$ cat config.mk
export PLATFORM = sky130hd
export DESIGN_NAME = dmem_arbiter
export DESIGN_NICKNAME = d
export VERILOG_FILES = /design/src/rtl/dmem_arbiter_pkg.sv /design/src/rtl/dmem_arbiter_rr_pick2.sv /design/src/rtl/dmem_arbiter.sv
export SDC_FILE = /design/constraint.sdc
export NUM_CORES = 1
export LEC_CHECK = 0
export CORE_UTILIZATION = 40
export DETAILED_ROUTE_END_ITERATION = 8
export GPL_ROUTABILITY_DRIVEN = 0
export GPL_TIMING_DRIVEN = 0
export PLACE_DENSITY = 0.8
export REMOVE_ABC_BUFFERS = 1
export SLEW_MARGIN = 20
export SYNTH_ARGS = -nofsm -noshare
export SYNTH_HDL_FRONTEND = slang
export SYNTH_SLANG_ARGS = --single-unit
$ cat constraint.sdc
create_clock -name clk -period 1.9 [get_ports clk]
set_input_delay 0.38 -clock clk [delete_from_list [all_inputs] [get_ports clk]]
set_output_delay 0.38 -clock clk [all_outputs]
set_load 0.01 [all_outputs]
$ cat src/rtl/dmem_arbiter_pkg.sv
// Shared types and constants for the data-memory arbiter.
// State encoding, default widths and requester ids.
package dmem_arbiter_pkg;

  localparam int ADDR_W_DEF = 8;
  localparam int DATA_W_DEF = 8;

  localparam logic REQ_CORE = 1'b0;
  localparam logic REQ_DMA  = 1'b1;

  typedef enum logic [1:0] {
    IDLE,
    ACCESS,
    RESP
  } state_e;

endpackage

$ cat src/rtl/dmem_arbiter_rr_pick2.sv
// Two-way winner select for the data-memory arbiter.
// Pointer side wins ties unless fixed priority is selected.
module dmem_arbiter_rr_pick2
  import dmem_arbiter_pkg::*;
#(
  parameter int FIXED_PRIO = 0
) (
  input  logic req0_i,
  input  logic req1_i,
  input  logic ptr_i,
  output logic any_o,
  output logic gnt_o
);

  always_comb begin
    any_o = req0_i | req1_i;
    gnt_o = REQ_CORE;
    unique case (1'b1)
      (req0_i & req1_i): begin
        gnt_o = (FIXED_PRIO != 0) ? REQ_CORE : ptr_i;
      end
      (req1_i & ~req0_i): begin
        gnt_o = REQ_DMA;
      end
      default: begin
        gnt_o = REQ_CORE;
      end
    endcase
  end

endmodule

$ cat src/rtl/dmem_arbiter.sv
// Two-requester arbiter and access sequencer for the 256x8 data memory.
// One access per IDLE->ACCESS->RESP pass; ack and read data land in RESP.
module dmem_arbiter
  import dmem_arbiter_pkg::*;
#(
  parameter int ADDR_W     = ADDR_W_DEF,
  parameter int DATA_W     = DATA_W_DEF,
  parameter int FIXED_PRIO = 0
) (
  input  logic              clk,
  input  logic              rst,
  input  logic              r0_req,
  input  logic              r0_we,
  input  logic [ADDR_W-1:0] r0_addr,
  input  logic [DATA_W-1:0] r0_wdata,
  output logic              r0_ack,
  input  logic              r1_req,
  input  logic              r1_we,
  input  logic [ADDR_W-1:0] r1_addr,
  input  logic [DATA_W-1:0] r1_wdata,
  output logic              r1_ack,
  output logic [DATA_W-1:0] rdata,
  output logic [ADDR_W-1:0] mem_ea,
  output logic [DATA_W-1:0] mem_result,
  output logic              mem_en,
  input  logic [DATA_W-1:0] mem_data,
  output logic              busy
);

  state_e              state_q, state_d;
  logic                gnt_q, gnt_d;
  logic                ptr_q, ptr_d;
  logic [ADDR_W-1:0]   ea_q, ea_d;
  logic [DATA_W-1:0]   wd_q, wd_d;
  logic                en_q, en_d;
  logic [DATA_W-1:0]   rdata_q, rdata_d;
  logic                ack0_q, ack0_d;
  logic                ack1_q, ack1_d;
  logic                busy_q, busy_d;

  logic any_req;
  logic win;

  dmem_arbiter_rr_pick2 #(
    .FIXED_PRIO(FIXED_PRIO)
  ) u_pick (
    .req0_i(r0_req),
    .req1_i(r1_req),
    .ptr_i (ptr_q),
    .any_o (any_req),
    .gnt_o (win)
  );

  always_ff @(posedge clk) begin
    if (rst) begin
      state_q <= IDLE;
      gnt_q   <= REQ_CORE;
      ptr_q   <= REQ_CORE;
      ea_q    <= '0;
      wd_q    <= '0;
      en_q    <= 1'b0;
      rdata_q <= '0;
      ack0_q  <= 1'b0;
      ack1_q  <= 1'b0;
      busy_q  <= 1'b0;
    end else begin
      state_q <= state_d;
      gnt_q   <= gnt_d;
      ptr_q   <= ptr_d;
      ea_q    <= ea_d;
      wd_q    <= wd_d;
      en_q    <= en_d;
      rdata_q <= rdata_d;
      ack0_q  <= ack0_d;
      ack1_q  <= ack1_d;
      busy_q  <= busy_d;
    end
  end

  always_comb begin
    state_d = state_q;
    gnt_d   = gnt_q;
    ptr_d   = ptr_q;
    ea_d    = ea_q;
    wd_d    = wd_q;
    en_d    = en_q;
    rdata_d = rdata_q;
    ack0_d  = ack0_q;
    ack1_d  = ack1_q;
    busy_d  = busy_q;
    unique case (state_q)
      IDLE: begin
        if (any_req) begin
          state_d = ACCESS;
          gnt_d   = win;
          busy_d  = 1'b1;
          if (win == REQ_DMA) begin
            ea_d = r1_addr;
            wd_d = r1_wdata;
            en_d = r1_we;
          end else begin
            ea_d = r0_addr;
            wd_d = r0_wdata;
            en_d = r0_we;
          end
        end
      end
      ACCESS: begin
        // Sampled after the mid-cycle write, so writes echo their data.
        rdata_d = mem_data;
        ack0_d  = (gnt_q == REQ_CORE);
        ack1_d  = (gnt_q == REQ_DMA);
        en_d    = 1'b0;
        state_d = RESP;
      end
      RESP: begin
        ack0_d  = 1'b0;
        ack1_d  = 1'b0;
        busy_d  = 1'b0;
        if (FIXED_PRIO == 0) begin
          ptr_d = ~gnt_q;
        end
        state_d = IDLE;
      end
      default: begin
        state_d = IDLE;
      end
    endcase
  end

  assign r0_ack     = ack0_q;
  assign r1_ack     = ack1_q;
  assign rdata      = rdata_q;
  assign mem_ea     = ea_q;
  assign mem_result = wd_q;
  assign mem_en     = en_q;
  assign busy       = busy_q;

endmodule

==> metrics.md, run 1 <==
| Metric | Value |
|---|---|
| Max Root-Sink Buffers | 2 |
| Routed Antenna Nets | 0 |
| Synthesized area per cell | 9.02 um^2 |
| Tmin final | 1680 ps |
| Largest net degree at the start of global routing | 35 |
| Die ar. | 3900 um^2 |
| Worst Setup SP | r0_req |
| Detailed Place HPWL | 2320 um |
| H-tree levels | 2 |
| Row count | 21 |
| P&R area growth vs syn | 50.9% |
| Core area | 3420 um^2 |
| Final worst setup slack | 221 ps |
| First-pass GRT wire length | 5740 um |
| Top_reg_cell synth | dfxtp_1 |
| Ant diodes | 0 |
| Power density over the cells | 811 nW/um^2 |
| Yosys warnings | 0 |
| Sw power | 0.527 mW |
| Measured slew at the worst slew-check pin | 727 ps |
| Slew Limit Headroom | 51.5% |
| Crit. End Element | flop |
| First-pass DRT Iterations | 4 |
| Leading area contributor after synthesis | dfxtp_1 |
| Worst setup SP type | primary input |
| Final Non-Filler Cells | 275 |
| Final hold viol count | 0 |
| Setup violations, final | 0 |
| Post-synthesis cell area | 1460 um^2 |
| Initial Util | 42.8% |
| Critical path class | in -> reg |
| CTS root buf | clkbuf_4 |
| Port bufs | 73 |
| Max-cap violations | 0 |
| Clock power frac | 22.5% |
| Top cells by area in the synthesized netlist | dfxtp_1 (44%), a311oi_1 (10%), nor2_1 (7.7%), mux2i_1 (7.5%), nand3_1 (5.8%) |
| Setup Buffers After CTS | 0 |
| Async SR Flop Fraction | 0% |
| Worst-path clk slew | 100 ps |
| DRC | 0 |
| Critical Path Fanout Max | 18 |
| Total grt overflow | 0 |
| Vias per cell | 5.20 |
| Critical path's slowest cell | nand2b_1 |
| Fmax | 0.596 GHz |
| Peak supply drop | 469 uV |
| Worst Hold Launch | busy$_SDFFE_PP0P_ |
| Drt first-iter violations | 55 |
| Post-Route WL | 3480 um |
| CTS buffer count | 5 |
| Dpl cells | 267 |
| Die width | 62.4 um |
| Cells along the critical path | clkdlybuf4s50_1, nand2b_1, nand3_1, a311oi_1 |
| Internal | 1.26 mW |
| RSZ-0062 raised after global routing | no |
| Clk_lat worst skew | 320 ps |
| CTS tree | yes |
| Worst min-delay path category | reg -> reg |
| Gr usage total | 18.5% |
| Top-Level Pins | 74 |
| Wire length per cell | 12.6 um |
| Post-DP Area | 2150 um^2 |
| Share of power burned in registers | 45.0% |
| Max incr delay on CP | 580 ps |
| Crit path DAT | 1910 ps |
| Fraction of layout cells with a size suffix above 1 | 6.11% |
| Nets@finish | 278 |
| Die H | 62.4 um |
| CTS Sinks | 32 |
| Initial antenna violation count | 0 |
| Max-slew violation count | 0 |
| Number of enable flip-flop cells after synthesis | 0 |
| Cell area after layout | 2200 um^2 |
| Sw Share | 29.5% |
| Routed via count | 1431 |
| Status | complete, no violations |
| Cts hold-fix bufs | 0 |
| Vias in the first global route | 1241 |
| Register bit total from synthesis | 32 |
| Leak | 0.803 nW |
| Fin crit share | 88.4% |
| CTS-repair resized insts | 3 |
| Yosys top cell area share | 43.8% |
| Place WS | -944 ps |
| WP data required | 2130 ps |
| Seq/Total Area, Yosys | 43.8% |
| Synthesized instance count | 162 |
| Post-synth cell types | 27 |
| Gate power share | 32.5% |
| Clock Skews | 11.4 ps |
| R2r startpoint | state_q[0]$_SDFFE_PP0P_ |
## power groups by stage
stage / sequential (mW) / clock (mW) / combinational, mW
floorplan: 0.855 / 0 / 0.239
global placement: 0.817 / 0 / 0.585
detailed placement: 0.820 / 0 / 0.589
CTS: 0.805 / 0.414 / 0.589
global route: 0.817 / 0.463 / 0.632
finish: 0.804 / 0.402 / 0.581
## critical path: cells and delay by family
kind / cells / cell delay, ps
buf+inv: 1 / 510
simple gates: 2 / 730
compound gates: 1 / 280
## sequential cells by signal, summed over array words and instances, names as in the netlist, 2 cells and up
| name | flops |
|---|---|
| mem_ea | 8 |
| mem_result | 8 |
| rdata | 8 |
| state_q | 2 |
## placed cells by master (no fill, tap or decap)
cell	count
a32oi_1	1
a221oi_1	1
clkinv_2	2
mux2i_1	11
nand3_1	17
clkbuf_2	1
a211oi_1	1
a311oi_1	17
nand3b_1	1
clkbuf_4	5
clkbuf_8	1
nand2_1	1
o21a_2	1
and2b_4	1
clkdlybuf4s50_1	71
dfxtp_1	32
nand2b_1	2
o21bai_1	1
ha_1	4
a21oi_1	2
o21ai_0	12
nor3b_2	1
or2_2	1
nor2b_1	2
o21ai_1	6
inv_1	3
buf_2	1
nor2_1	30
## synthesized netlist by cell type (all sizes together), types with 2 or more instances
library cell / instances
nor2: 30
inv: 3
buf: 10
nand2b: 2
a311oi: 17
a21oi: 2
nor2b: 2
o21ai: 18
nand3: 17
dfxtp: 32
clkbuf: 4
ha: 4
mux2i: 11
## logic make-up (layout without fill, tap and decap cells)
| kind of cell | Yosys count | count (layout) | synth area share (%) |
|---|---|---|---|
| AO/OA/AOI/OAI | 42 | 42 | 19.8 |
| adder cells (fa/ha/maj) | 4 | 4 | 3.42 |
| buffers and inverters | 17 | 84 | 7.45 |
| flip-flops | 32 | 32 | 43.8 |
| multiplexers | 11 | 11 | 7.53 |
| AND/OR/NAND/NOR | 56 | 56 | 18.0 |
## path summary, 6_finish.rpt
kind                                                to  slack (ps)  cells past startpoint
worst min-delay path                 busy$_SDFFE_PP0P_         480                      2
worst max register to register  mem_ea[6]$_SDFFE_PP0P_         220                      5
worst max-delay path            mem_ea[6]$_SDFFE_PP0P_         220                      4
worst min register to register       busy$_SDFFE_PP0P_         480                      2
## final cells by class
| cell class | count | area, um^2 |
|---|---|---|
| Clock inverter | 2 | 10.0 |
| Tap cell | 46 | 57.6 |
| Fill cell | 318 | 1210 |
| Clock buffer | 6 | 51.3 |
| Timing Repair Buffer | 73 | 721 |
| Inverter | 3 | 11.3 |
| Sequential cell | 32 | 641 |
| Multi-Input combinational cell | 113 | 713 |
## layer usage
layer / track usage [%] / vias up / wire, um
met3: 5.84 / 4 / 240
met5: 0 / - / 0
met1: 22.9 / 652 / 1510
li1: - / 718 / -
met2: 31.3 / 57 / 1700
met4: 4.36 / 0 / 23
## through the flow
stage	hold slack [ps]	power [mW]	utilization, %	TNS, ps
floorplan	449	1.09	-	0
global placement	458	1.40	63.0	-16820
detailed placement	466	1.41	63.0	-17250
CTS	482	1.81	64.8	0
global route	510	1.91	64.5	0
finish	480	1.79	64.5	0
Note: power is estimated with default switching activity, not from simulation.
==> run 2, diff against run 1 <==
- SETUP_SLACK_MARGIN: default -> 0.15
- SYNTH_HIERARCHICAL: default -> 1
==> run 2 against run 1 <==
Effect of this change:
- clock power grew 7.5%
- via count down 9.5%
- sequential power is essentially flat
- synthesized cell count fell by 11%
- flip-flop and latch count is the same
- die area up 0.32%
- critical path depth decreased by 3
- largest cell class is now multi-input combinational cells
==> metrics.md, run 2 <==
| Metric | Value |
|---|---|
| Status | complete, no violations |
| Gr usage total | 19.5% |
| WP data required | 1520 ps |
| Critical path's slowest cell | clkdlybuf4s50_1 |
| Tmin final | 1610 ps |
| Async SR Flop Fraction | 0% |
| Fill count | 272 |
| Setup violations, final | 0 |
| Dpl cells | 253 |
| Top cells by area in the synthesized netlist | dfxtp_1 (44%), mux2i_1 (20%), nor2_1 (8.2%), a211oi_2 (7.7%), ha_1 (5.1%) |
| RSZ-0062 raised after global routing | no |
| CP top delay family | buffers and inverters |
| Crit. End Element | output port |
| Top-Level Pins | 74 |
| Yosys warnings | 6 |
| Leading area contributor after synthesis | dfxtp_1 |
| CTS root buf | clkbuf_4 |
| Die width | 62.5 um |
| Top_reg_cell synth | dfxtp_1 |
| Largest net degree at the start of global routing | 34 |
| Fmax | 0.621 GHz |
| First-pass DRT Iterations | 2 |
| Post-synth cell types | 23 |
| Leak | 0.891 nW |
| Drt first-iter violations | 24 |
| Vias in the first global route | 1300 |
| Register bit total from synthesis | 32 |
| Commonest non-fill, non-tap cell in the layout | clkdlybuf4s50_1 |
| Clk_lat worst skew | 330 ps |
| Routed via count | 1295 |
| Post-synthesis cell area | 1470 um^2 |
| Fin crit share | 84.8% |
| GR Layer Usage met3 | 7.12% |
| Met2 usage | 34.6% |
| Final Non-Filler Cells | 262 |
| Ant diodes | 0 |
| Met1 GRT Util | 20.2% |
| Synthesized instance count | 144 |
| CTS tree | yes |
| Commonest cells after routing, fill and taps aside | clkdlybuf4s50_1 (72), nor2_1 (32), dfxtp_1 (32), mux2i_1 (30), a211oi_2 (9) |
| Most frequent cells after synthesis | dfxtp_1 (32), nor2_1 (32), mux2i_1 (30), a211oi_2 (9), a211oi_1 (8) |
| Detailed Place HPWL | 2700 um |
| Vias per cell | 4.94 |
| Post-DP Area | 2200 um^2 |
| P&R area growth vs syn | 56.6% |
| Worst-path clk slew | 100 ps |
| Clock Skews | 6.14 ps |
| Final total power | 1.85 mW |
| Die ar. | 3910 um^2 |
| Post-Route WL | 3570 um |
| Critical path class | reg -> out |
| Worst min-delay path category | reg -> reg |
| Power density over the cells | 808 nW/um^2 |
| Gr busiest metal | met2 |
| Die H | 62.5 um |
| Critical Path Fanout Max | 2 |
| H-tree levels | 2 |
| CTS Sinks | 32 |
| Yosys top cell area share | 43.7% |
| Cts hold-fix bufs | 0 |
| Max Root-Sink Buffers | 2 |
| Initial antenna violation count | 0 |
| Multi-input logic area | 764 um^2 |
| Worst setup SP type | flop |
| Worst hold slack | 486 ps |
| Number of enable flip-flop cells after synthesis | 0 |
| Routed Antenna Nets | 0 |
| Initial Util | 42.9% |
| Row count | 21 |
| Port bufs | 73 |
| Register area | 641 um^2 |
| CP Buf/Inv Count | 1 |
| Nets@finish | 268 |
| Cells along the critical path | clkdlybuf4s50_1 |
| Fin util | 67.2% |
| Final hold viol count | 0 |
| DRC | 0 |
| Core area | 3420 um^2 |
| Crit path DAT | 1230 ps |
| Peak supply drop | 499 uV |
| Max-slew violation count | 0 |
| Synthesized area per cell | 10.2 um^2 |
| Wire length per cell | 13.6 um |
| Measured slew at the worst slew-check pin | 680 ps |
| Fraction of layout cells with a size suffix above 1 | 10.2% |
| Total grt overflow | 0 |
| First-pass GRT wire length | 5840 um |
| Cell area after layout | 2300 um^2 |
| Seq/Total Area, Yosys | 43.7% |
| Max-cap violations | 0 |
| Slew Limit Headroom | 54.6% |
| Max incr delay on CP | 550 ps |
| CTS buffer count | 5 |
-- run 2: timing repair --
item	in CTS	in global routing
resized for setup	1	0
setup endpoints to repair	18	0
setup buffers	2	0
-- run 2: final timing paths --
path	cells past startpoint	end	start	slack, ps
setup / recovery	1	mem_result[2]	mem_result[2]$_SDFFE_PP0P_	290
hold / removal	2	mem_en$_SDFFE_PP0P_	mem_en$_SDFFE_PP0P_	490
setup reg to reg	5	gnt_q$_SDFFE_PP0P_	state_q[0]$_SDFFE_PP0P_	400
hold reg to reg	2	mem_en$_SDFFE_PP0P_	mem_en$_SDFFE_PP0P_	490
-- run 2: layer usage --
metal	part of all wire, %	up-vias	routed length [um]
met3	5.9	8	211
li1	-	639	-
met5	0	-	0
met2	53	42	1890
met4	1.6	0	58
met1	40	606	1420
-- run 2: cell families after synthesis --
family | after synthesis | share of synthesized area (%)
compound gates | 21 | 13.3
fa+ha+maj | 6 | 5.12
mux | 31 | 21.2
flops | 32 | 43.7
simple gates | 40 | 11.5
buf+inv | 14 | 5.12
-- run 2: where the power goes --
group	leakage, nW	internal (mW)	total (mW)	switching, mW
Combinational	0.589	0.349	0.619	0.269
Sequential	0.264	0.757	0.804	0.0468
Clock	0.0374	0.210	0.432	0.222
Total	0.891	1.32	1.85	0.538
-- run 2: layout make-up --
class	instances	share of cell area, %
clock buffer	7	2.83
timing repair buffer	75	32.8
tap	46	2.51
sequential	32	27.9
multi-input combinational	98	33.3
inverter	4	0.654
-- run 2: through the flow --
stage | TNS, ps | setup WS (ps)
after floorplan | -4970 | -454
after global placement | -22890 | -1370
after detailed placement | -4250 | -415
after CTS | 0 | 267
after global routing | 0 | 204
final | 0 | 289
